### src/rtl/net_packet_arbiter_pkg.sv
// Shared types for the network packet arbiter: packet format,
// network opcodes and arbiter FSM states.
package net_packet_arbiter_pkg;

   typedef enum logic [2:0] {
      NULL  = 3'd0,
      INSTR = 3'd1,
      REG   = 3'd2,
      PC    = 3'd3,
      BAR   = 3'd4
   } net_op_e;

   typedef struct packed {
      net_op_e     net_op;
      logic [15:0] addr;
      logic [31:0] data;
   } net_packet_s;

   typedef enum logic {
      ARB    = 1'b0,
      LOCKED = 1'b1
   } net_arb_state_e;

endpackage

### src/rtl/net_packet_arbiter_rr_pick.sv
// Round-robin priority pick: first valid requester at or after rr_ptr,
// wrapping at num_req_p.
module net_packet_arbiter_rr_pick #(
   parameter int num_req_p = 2
) (
   input  logic [num_req_p-1:0]         valid,
   input  logic [$clog2(num_req_p)-1:0] rr_ptr,
   output logic [num_req_p-1:0]         grant,
   output logic                         found
);

   localparam int iw = $clog2(num_req_p);

   int k;

   always_comb begin
      grant = '0;
      found = 1'b0;
      k     = 0;
      for (int i = 0; i < num_req_p; i++) begin
         k = int'(rr_ptr) + i;
         if (k >= num_req_p)
            k = k - num_req_p;
         if (!found && valid[k[iw-1:0]]) begin
            grant[k[iw-1:0]] = 1'b1;
            found            = 1'b1;
         end
      end
   end

endmodule

### src/rtl/net_packet_arbiter.sv
// Round-robin packet arbiter with burst locking and a registered output.
// NET_PACKET_ARBITER_STALL_COUNT_EN enables the output stall counter.
module net_packet_arbiter
   import net_packet_arbiter_pkg::*;
#(
   parameter int num_req_p   = 2,
   parameter int max_burst_p = 8
) (
   input  logic                            clk,
   input  logic                            n_reset,
   input  net_packet_s [num_req_p-1:0]     req_packet_i,
   input  logic [num_req_p-1:0]            req_lock_i,
   output logic [num_req_p-1:0]            req_ready_o,
   output net_packet_s                     net_packet_o,
   input  logic                            net_ready_i,
   output logic [$clog2(num_req_p)-1:0]    grant_id_o,
   output logic [31:0]                     stall_count_o
);

   localparam int iw = $clog2(num_req_p);
   localparam logic [iw-1:0] last_id = iw'(num_req_p - 1);
   localparam logic [7:0] burst_max = 8'(max_burst_p);

   net_arb_state_e state, state_next;
   logic [iw-1:0] rr_ptr, rr_next;
   logic [iw-1:0] lock_id, lock_id_next;
   logic [iw-1:0] grant_next, pick_id;
   logic [7:0] burst_cnt, burst_next;
   logic [num_req_p-1:0] eligible, pick;
   logic found, load, accept, out_valid;
   logic pick_lock, pick_pc, release_hold;
   net_packet_s pick_pkt;

   // While locked, only the lock owner may compete.
   always_comb begin
      eligible = '0;
      for (int i = 0; i < num_req_p; i++)
         eligible[i] = (req_packet_i[i].net_op != NULL) &&
                       (state == ARB || lock_id == iw'(i));
   end

   net_packet_arbiter_rr_pick #(
      .num_req_p(num_req_p)
   ) rr_pick (
      .valid  (eligible),
      .rr_ptr (rr_ptr),
      .grant  (pick),
      .found  (found)
   );

   always_comb begin
      pick_id  = '0;
      pick_pkt = '0;
      for (int i = 0; i < num_req_p; i++) begin
         if (pick[i]) begin
            pick_id  = iw'(i);
            pick_pkt = req_packet_i[i];
         end
      end
   end

   assign pick_lock   = req_lock_i[pick_id];
   assign pick_pc     = (pick_pkt.net_op == PC);
   assign out_valid   = (net_packet_o.net_op != NULL);
   assign load        = !out_valid || net_ready_i;
   // Grants stay off for one cycle after reset release.
   assign accept      = load && found && !n_reset && !release_hold;
   assign req_ready_o = accept ? pick : '0;

   always_comb begin
      state_next   = state;
      lock_id_next = lock_id;
      burst_next   = burst_cnt;
      rr_next      = rr_ptr;
      grant_next   = grant_id_o;
      if (accept) begin
         grant_next = pick_id;
         rr_next    = (pick_id == last_id) ? '0 : pick_id + iw'(1);
         unique case (state)
            ARB: begin
               if (pick_lock && !pick_pc && burst_max > 8'd1) begin
                  state_next   = LOCKED;
                  lock_id_next = pick_id;
                  burst_next   = 8'd1;
               end
            end
            LOCKED: begin
               if (!pick_lock || pick_pc ||
                   burst_cnt + 8'd1 >= burst_max) begin
                  state_next = ARB;
                  burst_next = 8'd0;
               end else begin
                  burst_next = burst_cnt + 8'd1;
               end
            end
            default: ;
         endcase
      end
   end

   always_ff @(posedge clk) begin
      if (n_reset) begin
         state        <= ARB;
         rr_ptr       <= '0;
         lock_id      <= '0;
         burst_cnt    <= '0;
         grant_id_o   <= '0;
         net_packet_o <= '0;
         release_hold <= 1'b1;
      end else begin
         state        <= state_next;
         rr_ptr       <= rr_next;
         lock_id      <= lock_id_next;
         burst_cnt    <= burst_next;
         grant_id_o   <= grant_next;
         release_hold <= 1'b0;
         if (load)
            net_packet_o <= accept ? pick_pkt : '0;
      end
   end

`ifdef NET_PACKET_ARBITER_STALL_COUNT_EN
   logic [31:0] stall_count;

   always_ff @(posedge clk) begin
      if (n_reset)
         stall_count <= '0;
      else if (out_valid && !net_ready_i && stall_count != 32'hFFFF_FFFF)
         stall_count <= stall_count + 32'd1;
   end

   assign stall_count_o = stall_count;
`else
   assign stall_count_o = '0;
`endif

endmodule

### config.mk
export PLATFORM = sky130hd
export DESIGN_NAME = net_packet_arbiter
export DESIGN_NICKNAME = d
export VERILOG_FILES = /design/src/rtl/net_packet_arbiter_pkg.sv /design/src/rtl/net_packet_arbiter_rr_pick.sv /design/src/rtl/net_packet_arbiter.sv
export SDC_FILE = /design/constraint.sdc
export NUM_CORES = 1
export LEC_CHECK = 0
export ABC_AREA = 1
export CAP_MARGIN = 20
export CELL_PAD_IN_SITES_DETAIL_PLACEMENT = 0
export CELL_PAD_IN_SITES_GLOBAL_PLACEMENT = 1
export CORE_MARGIN = 2
export CORE_UTILIZATION = 28
export CTS_BUF_LIST = sky130_fd_sc_hd__clkbuf_8
export CTS_CLUSTER_SIZE = 14
export DETAILED_ROUTE_END_ITERATION = 6
export PLACE_DENSITY = 0.93
export SLEW_MARGIN = 20
export SYNTH_ARGS = -nofsm -noshare
export SYNTH_HDL_FRONTEND = slang
export SYNTH_SLANG_ARGS = --single-unit
### constraint.sdc
create_clock -name clk -period 3.3 [get_ports clk]
set_clock_uncertainty 0.2 [all_clocks]
set_input_delay 0.66 -clock clk [delete_from_list [all_inputs] [get_ports clk]]
set_output_delay 0.66 -clock clk [all_outputs]
set_load 0.03 [all_outputs]
# == Word-level counts from Yosys, hierarchy flattened ==
# Cells that the tools add are included.
# totals
inputBits,107
wordCells,81
reg_bits,64
output_inout_bits,86
# op_classes
eq_ne,2
n_reduce_logical,25
muxes,29
addsub,5
n_lt_le_gt_ge,8
n_bitwise,3
# ops
cell,count
$mux W51,3
$mux W1,17
$mux W8,2
$pmux W8 S2,1
$logic_and A1 B1 Y1,9
$reduce_bool A3 Y1,3
$add A8 B1 Y8 const B,1
$ge A8 B4 Y1 const B,1
$logic_not A1 Y1,6
$lt A1 B2 Y1 const B,3
$mux W2,3
$logic_or A1 B1 Y1,5
$eq A3 B2 Y1 const B,1
$reduce_and A3 Y1,1
$add A1 B1 Y2 const B,1
$demux W1 S1,2
$ge A1 B1 Y1 const B,2
$ge A1 B2 Y1 const B,1
$ge A2 B2 Y1 const B,1
$ne A2 B1 Y1 const B,1
$not A1 Y1,2
$or A2 B2 Y2,1
$pmux W1 S2,1
$reduce_and A2 Y1,1
other kinds (2),3

# == Logic depth before layout (Yosys ltp) ==
# Gate-level depths: netlist of run 1.
# logic_depth
word_depth,17
ltp_mapped,13
ltp_nobuf,13

# == Modules after synthesis ==
# A second synthesis of run 1 with hierarchy kept.
# hier_totals
hier_cells,445
hier_area_um2,3239.4
# by_module_without_submodules
mod,cells_each,seq_area_each_um2,area_each_um2,instances
net_packet_arbiter,439,1281.2,3214.3,1
net_packet_arbiter_rr_pick,6,0.0,25.0,1

# == Worst setup path before layout of run 1 ==
# No wires, ideal clock.
# synth_timing
kind,input port to output port
from,input n_reset
to,output req_ready_o[1]
path_stages,5
t_arrival_ns,1.519
slack_ns,0.921
required_ns,2.440
path_buffers,2
cell_sequence,buf_6 -> nor2_4 -> nand4_4 -> nor2_2 -> buf_2
# synth_between
elab_chain_cells,4
# synth_rtl
item,line,rtl
from (decl),net_packet_arbiter.sv:10,"input logic n_reset,"
$logic_not A1 Y1,net_packet_arbiter.sv:67,assign accept = load && found && !n_reset && !release_hold;
$logic_and A1 B1 Y1 (2 in a row),net_packet_arbiter.sv:67,
$mux W2,net_packet_arbiter.sv:68,assign req_ready_o = accept ? pick : '0;
to (decl),net_packet_arbiter.sv:13,"output logic [num_req_p-1:0] req_ready_o,"
# No other way between the ends.

# == Worst setup path after layout of run 1 ==
# layout_timing
from,input req_packet_i[49] (netlist name)
to,output req_ready_o[1]
# layout_between
elab_chain_cells,12
elab_cells_between_ends,17
cone_classes,mux (9); bitwise (1); reduce/logical (7)
# layout_rtl
item,line,rtl
from (decl),net_packet_arbiter.sv:11,"input net_packet_s [num_req_p-1:0] req_packet_i,"
$reduce_bool A3 Y1 *,net_packet_arbiter.sv:38,eligible[i] = (req_packet_i[i].net_op != NULL) &&
$logic_and A1 B1 Y1 *,net_packet_arbiter.sv:38,
$mux W1 (implied by the code) (2 in a row),net_packet_arbiter_rr_pick.sv:24,if (!found && valid[k[iw-1:0]]) begin
$mux W1,net_packet_arbiter_rr_pick.sv:24,
$logic_not A1 Y1,net_packet_arbiter_rr_pick.sv:24,
$logic_and A1 B1 Y1,net_packet_arbiter_rr_pick.sv:24,
$mux W1,net_packet_arbiter_rr_pick.sv:24,
$logic_and A1 B1 Y1 (3 in a row),net_packet_arbiter.sv:67,
$mux W2 *,net_packet_arbiter.sv:68,
# Every way passes the cells marked *; elsewhere a longest branch is shown, timed or not. The select of a mux whose other input is x is not followed.

==> impl_metrics.yaml, run 1 <==
clock_network:
  cts-root-buf: "clkbuf_8"
  path_clk_slew_ps: 80
  clock_latency_ps: 330
  post_cts_resized: 0
  cts_tree: "done"
  htree_levels: 3
  clkSinkCount: 64
  cts_made_buffers: 9
  postCtsHoldBufs: 0
  post-cts-setup-buffers: 0
  clockBufferDepth: 2
critical_path:
  crit_chain: "clkdlybuf4s50_1 > nor2_2 > nand2_1 > nand3_2 > nand2_2 > nor2_4 > buf_4"
  crit_path_max_fanout: 4
  required_ps: 2440
  cp.arrival_ps: 1870
  slowest_stage: "clkdlybuf4s50_1"
  rr_worst_depth: 8
  start_kind: "input pin"
  r2r_end: "net_packet_o[9]"
  path_class: "in -> out"
  r2r_setup_slack_ps: 1300
  endpoint_kind: "output pin"
  r2r-start: "state"
  max_stage_delay_ps: 440
floorplan:
  ios: 193
  die_w_um: 108.7
  design.die.area_um2: 11810
  coreArea_um2: 10750
  dieHeight_um: 108.7
  rows: 38
  initial_core_util_pct: 28.54
hold_path:
  hold_path_class: "reg -> reg"
  hp-start: "net_packet_o[36]"
  holdPathStages: 2
  min_to: "net_packet_o[36]"
synth:
  synth.distinct_cells: 32
  ys_warn_count: 0
  avgSynthCellArea_um2: 8.134
  synthSimpleGateAreaFrac_pct: 20.03
  yosysSeqAreaShare_pct: 41.78
  synthCells: 377
  synth_top_family_by_area: "compound AO/OA/AOI/OAI gates"
  synthAdderAreaFrac_pct: 0.4080
  muxShareOfSynthArea_pct: 0
  yosysTopAreaCell: "dfxtp_1"
  synth_xor_area_share_pct: 1.428
  synth.cell_area_um2: 3067
  synth_top_area_share_pct: 41.78
  synthTopCellsByArea: "dfxtp_1 42%, a22oi_1 12%, nand2_1 9.2%, a21oi_1 8.8%, buf_4 7.8%"
  yosys_register_bits: 64
  synth-compound-area-share_pct: 22.11
detailed_routing:
  wl_per_cell_um: 13.17
  route.detailed.drc: 0
  vias: 3077
  drt_first_pass_iters: 4
  drtIter0Drc: 159
  wl_mm: 8.879
  viasPerCell: 4.565
  route.antenna.remaining_nets: 0
timing:
  post-route-min-period_ps: 2727
  period_share_pct: 82.63
  setup_viol: 0
  rsz0062_at_grt: "false"
  worst_slew_margin_rel_pct: 56.80
  slew_viol_final: 0
  timing_hold_violations_final: 0
  setup_tns_ps: 0
  worst_pin_slew_ps: 648.0
  fmax_mhz: 366.7
power_and_ir_drop:
  power_leakage_nw: 1.817
  ir_drop_v: 0.0001848
  power.density_nw_per_um2: 446.3
grt:
  first_global_vias: 2937
  antenna_found_initial: 0
  grt_overflow: 0
  grt_max_degree: 62
  grt.total_usage_pct: 14.22
  grt_pass1_wl_mm: 13.07
finish:
  multiInputGateArea_um2: 1479
  n_antenna_cell: 0
  syn_to_final_growth_pct: 59.73
  fill_cells: 1054
  layout-drive-gt1-share_pct: 9.738
  utilization_pct: 45.59
  ff_latch_area_um2: 1281
  final_nets: 637
run_status:
  status: "finished, final reports clean"
placed_design:
  dp_hpwl_mm: 6.465
  port_buffers: 160
  gp_congestion: 0.8109
run:
  max_cap_viol_count: 0
-- synthesized netlist by cell type --
cell type and count:
a21oi_1 54, a21oi_4 1, a22oi_1 48, a31o_2 2, buf_2 11, buf_4 32
buf_6 1, clkbuf_1 10, conb_1 1, dfxtp_1 64, ha_1 1, inv_1 16
inv_2 6, inv_4 1, nand2_1 75, nand2_2 3, nand2_4 1, nand3_1 14
nand3_2 2, nand3_4 1, nand3b_1 1, nand4_1 3, nand4_4 1, nor2_1 7
nor2_2 5, nor2_4 2, nor2_8 2, nor3_1 4, nor3b_1 1, o21ai_1 1
o21ai_2 1, xor2_1 5
-- state kept, by name (all words and copies together) (netlist names) --
register,count
grant_id_o,1
release_hold,1
state,1
net_packet_o,51
rr_ptr,1
lock_id,1
burst_cnt,8
-- cells by family (layout without fill, tap and decap cells) --
group | after synthesis | count (layout)
buffers and inverters | 77 | 203
flip-flops | 64 | 64
AO/OA/AOI/OAI | 107 | 107
AND/OR/NAND/NOR | 122 | 122
other | 1 | 32
adder cells (fa/ha/maj) | 1 | 1
XOR/XNOR | 5 | 5
-- per-stage QoR --
step           setup slack [ps]  std cells  hold slack (ps)  power [mW]  cell area, um^2
3_5_place_dp              451.5        658            254.6       1.358             4646
5_1_grt                   484.8        674            284.7       2.292             4898
3_3_place_gp              547.7        658            250.3       1.350             4646
6_report                  573.2        674            264.9       2.186             4898
4_1_cts                   560.0        674            266.6       2.220             4898
2_1_floorplan             921.2        408            240.5       1.154             3183
-- critical path, delay by kind of cell --
family | cells | cell delay, ps
and+or+nand+nor | 5 | 600
buffers and inverters | 2 | 600
-- area by class of cell --
class	count	area share, %
Inverter	23	1.814
Sequential cell	64	26.16
Multi-Input combinational cell	267	30.19
Clock inverter	6	2.350
Tap cell	140	3.576
Clock buffer	10	2.810
Timing Repair Buffer	164	33.10
-- routing by layer --
metal	wire, um	global-route usage (%)
met2	4379	25.94
met4	61	3.938
met5	0	0
met3	857	6.396
met1	3581	14.67
-- worst max-delay path by stage --
stage / start / to / depth (start not counted)
6_report: req_packet_i[49] / req_ready_o[1] / 7
5_1_grt: req_packet_i[49] / req_ready_o[1] / 7
4_1_cts: req_packet_i[49] / req_ready_o[1] / 7
3_5_place_dp: net_ready_i / net_packet_o[41] / 8
3_3_place_gp: net_ready_i / net_packet_o[3] / 8
2_1_floorplan: n_reset / req_ready_o[1] / 5
-- placed cells by master, fill, tap and decap left out, drive strengths merged --
| cell | netlist | final |
|---|---|---|
| a21oi | 55 | 55 |
| a22oi | 48 | 48 |
| a31o | 2 | 2 |
| buf | 44 | 7 |
| bufinv | 0 | 3 |
| clkbuf | 10 | 10 |
| clkdlybuf4s50 | 0 | 157 |
| clkinv | 0 | 1 |
| clkinvlp | 0 | 1 |
| conb | 1 | 32 |
| dfxtp | 64 | 64 |
| ha | 1 | 1 |
| inv | 23 | 24 |
| nand2 | 79 | 79 |
| nand3 | 17 | 17 |
| nand3b | 1 | 1 |
| nand4 | 4 | 4 |
| nor2 | 16 | 16 |
| nor3 | 4 | 4 |
| nor3b | 1 | 1 |
| o21ai | 2 | 2 |
| xor2 | 5 | 5 |
-- power breakdown --
group / switching (mW) / total, mW / leakage (nW) / internal (mW)
combinational: 0.278 / 0.504 / 1.17 / 0.226
clock: 0.323 / 0.850 / 0.123 / 0.526
sequential: 0.0224 / 0.832 / 0.520 / 0.810
(Power assumes the default switching activity.)
==> run 2, diff against run 1 <==
--- a/config.mk
+++ b/config.mk
@@ -10,11 +10,11 @@
 export CELL_PAD_IN_SITES_DETAIL_PLACEMENT = 0
 export CELL_PAD_IN_SITES_GLOBAL_PLACEMENT = 1
 export CORE_MARGIN = 2
-export CORE_UTILIZATION = 28
+export CORE_UTILIZATION = 26
 export CTS_BUF_LIST = sky130_fd_sc_hd__clkbuf_8
 export CTS_CLUSTER_SIZE = 14
 export DETAILED_ROUTE_END_ITERATION = 6
-export PLACE_DENSITY = 0.93
+export PLACE_DENSITY = 0.87
 export SLEW_MARGIN = 20
 export SYNTH_ARGS = -nofsm -noshare
 export SYNTH_HDL_FRONTEND = slang
==> constraint.sdc (replaced) <==
create_clock -name clk -period 2.7 [get_ports clk]
set_clock_uncertainty 0.2 [all_clocks]
set_input_delay 0.54 -clock clk [delete_from_list [all_inputs] [get_ports clk]]
set_output_delay 0.54 -clock clk [all_outputs]
set_load 0.03 [all_outputs]
==> run 2 against run 1 <==
Against the previous run:
- final area up 0.64%
- register-to-register slack lost 440 ps
- flip-flop and latch count unchanged
- routed wire length fell by 1.3%
- sequential share of layout area is 0.17 points lower
- worst setup slack lost 390 ps
- core utilization down 2.6 points
- clock power increased by 21%
- highest routed layer unchanged
==> impl_metrics.yaml, run 2 (synthesis gave the netlist of run 1 again) <==
run_status:
  status: "finished, final reports clean"
grt:
  use_met2_pct: 22.99
  gr-usage-met1_pct: 15.13
  first_global_vias: 2969
  grt_pass1_wl_mm: 13.74
  antenna_found_initial: 0
  grt_max_degree: 62
  grt.total_usage_pct: 13.22
  grt_util_met3_pct: 5.076
  grt_overflow: 0
  grt.busiest_layer: "met2"
critical_path:
  required_ps: 1960
  start_kind: "input pin"
  cp.arrival_ps: 1770
  path_class: "in -> out"
  endpoint_kind: "output pin"
  crit_path_max_fanout: 4
finish:
  largest_register_ffs: 51
  ff_latch_area_um2: 1281
  syn_to_final_growth_pct: 60.75
  final_nets: 639
  multiInputGateArea_um2: 1479
  fill_cells: 1130
  utilization_pct: 42.99
  most-common-layout-cells: "157 x clkdlybuf4s50_1, 75 x nand2_1, 64 x dfxtp_1"
  final_common_cell: "clkdlybuf4s50_1"
  layout-drive-gt1-share_pct: 10.07
  reg_top3: "net_packet_o: 51 flops, burst_cnt: 8 flops"
  n_antenna_cell: 0
  largest-register: "net_packet_o"
clock_network:
  clkSinkCount: 64
  clockBufferDepth: 2
  post-cts-setup-buffers: 0
  cts-root-buf: "clkbuf_8"
  post_cts_resized: 0
  clock_latency_ps: 330
  cts_tree: "done"
  postCtsHoldBufs: 0
  htree_levels: 3
  cts_made_buffers: 9
  path_clk_slew_ps: 70
detailed_routing:
  viasPerCell: 4.490
  drt_first_pass_iters: 4
  vias: 3049
  drtIter0Drc: 138
  wl_mm: 8.761
  wl_per_cell_um: 12.90
  route.antenna.remaining_nets: 0
  route.detailed.drc: 0
timing:
  post-route-min-period_ps: 2513
  setup_viol: 0
  fmax_mhz: 397.9
  worst_pin_slew_ps: 627.2
  period_share_pct: 93.09
  rsz0062_at_grt: "false"
  slew_viol_final: 0
  timing_hold_violations_final: 0
  worst_slew_margin_rel_pct: 58.19
  setup_tns_ps: 0
placed_design:
  dp_hpwl_mm: 6.762
  port_buffers: 160
  gp_congestion: 0.7572
floorplan:
  ios: 193
  rows: 39
  initial_core_util_pct: 26.74
  coreArea_um2: 11470
  die_w_um: 112.6
  design.die.area_um2: 12680
  dieHeight_um: 112.6
power_and_ir_drop:
  power_leakage_nw: 1.830
  power.density_nw_per_um2: 541.9
  ir_drop_v: 0.0002598
hold_path:
  hold_path_class: "reg -> reg"
run:
  max_cap_viol_count: 0
-- run 2: cell types whose count changed in the layout (fill, tap and decap cells not counted) --
cell,previous run,this run
buf_4,6,7
buf_12,0,1
-- run 2: final cells by class --
cell class | instances | share of cell area [%]
Timing Repair Buffer | 166 | 33.45
Sequential cell | 64 | 25.99
Clock inverter | 6 | 2.335
Inverter | 23 | 1.802
Tap cell | 143 | 3.629
Multi-Input combinational cell | 267 | 30.00
Clock buffer | 10 | 2.792
-- run 2: stage by stage --
step	std cells	power, mW	hold slack, ps	setup WS [ps]	instance area, um^2
2_1_floorplan	408	1.411	240.5	561.2	3183
4_1_cts	679	2.711	267.9	185.9	4930
6_report	679	2.671	264.2	186.6	4930
3_5_place_dp	663	1.668	255.8	172.3	4677
3_3_place_gp	663	1.661	252.0	203.1	4677
5_1_grt	679	2.797	284.7	108.8	4930
-- run 2: worst max-delay path, stage by stage --
cell and delay, ps:
clkdlybuf4s50_1 450, nor2_2 190, nand2_1 90, nand3_2 100, nand2_2 120, nor2_4 120, buf_4 170
-- run 2: worst paths after layout --
path                     from               end  slack [ps]  cells after the start
max          req_packet_i[49]    req_ready_o[1]         190                      7
min          net_packet_o[26]  net_packet_o[26]         260                      2
max reg2reg             state  net_packet_o[22]         860                      8
min reg2reg  net_packet_o[26]  net_packet_o[26]         260                      2
-- run 2: report_power, final --
group          internal, mW  leakage, nW  total [mW]  switching (mW)
Clock                 0.643        0.123        1.03           0.386
Sequential            0.990        0.520        1.02          0.0264
Combinational         0.282         1.19       0.626           0.344
Total                  1.92         1.83        2.67           0.756
-- run 2: layer usage --
metal	up-vias	part of all wire (%)
met5	-	0
met4	0	1.1
met3	9	9.2
met2	137	47
met1	1371	43
li1	1532	-
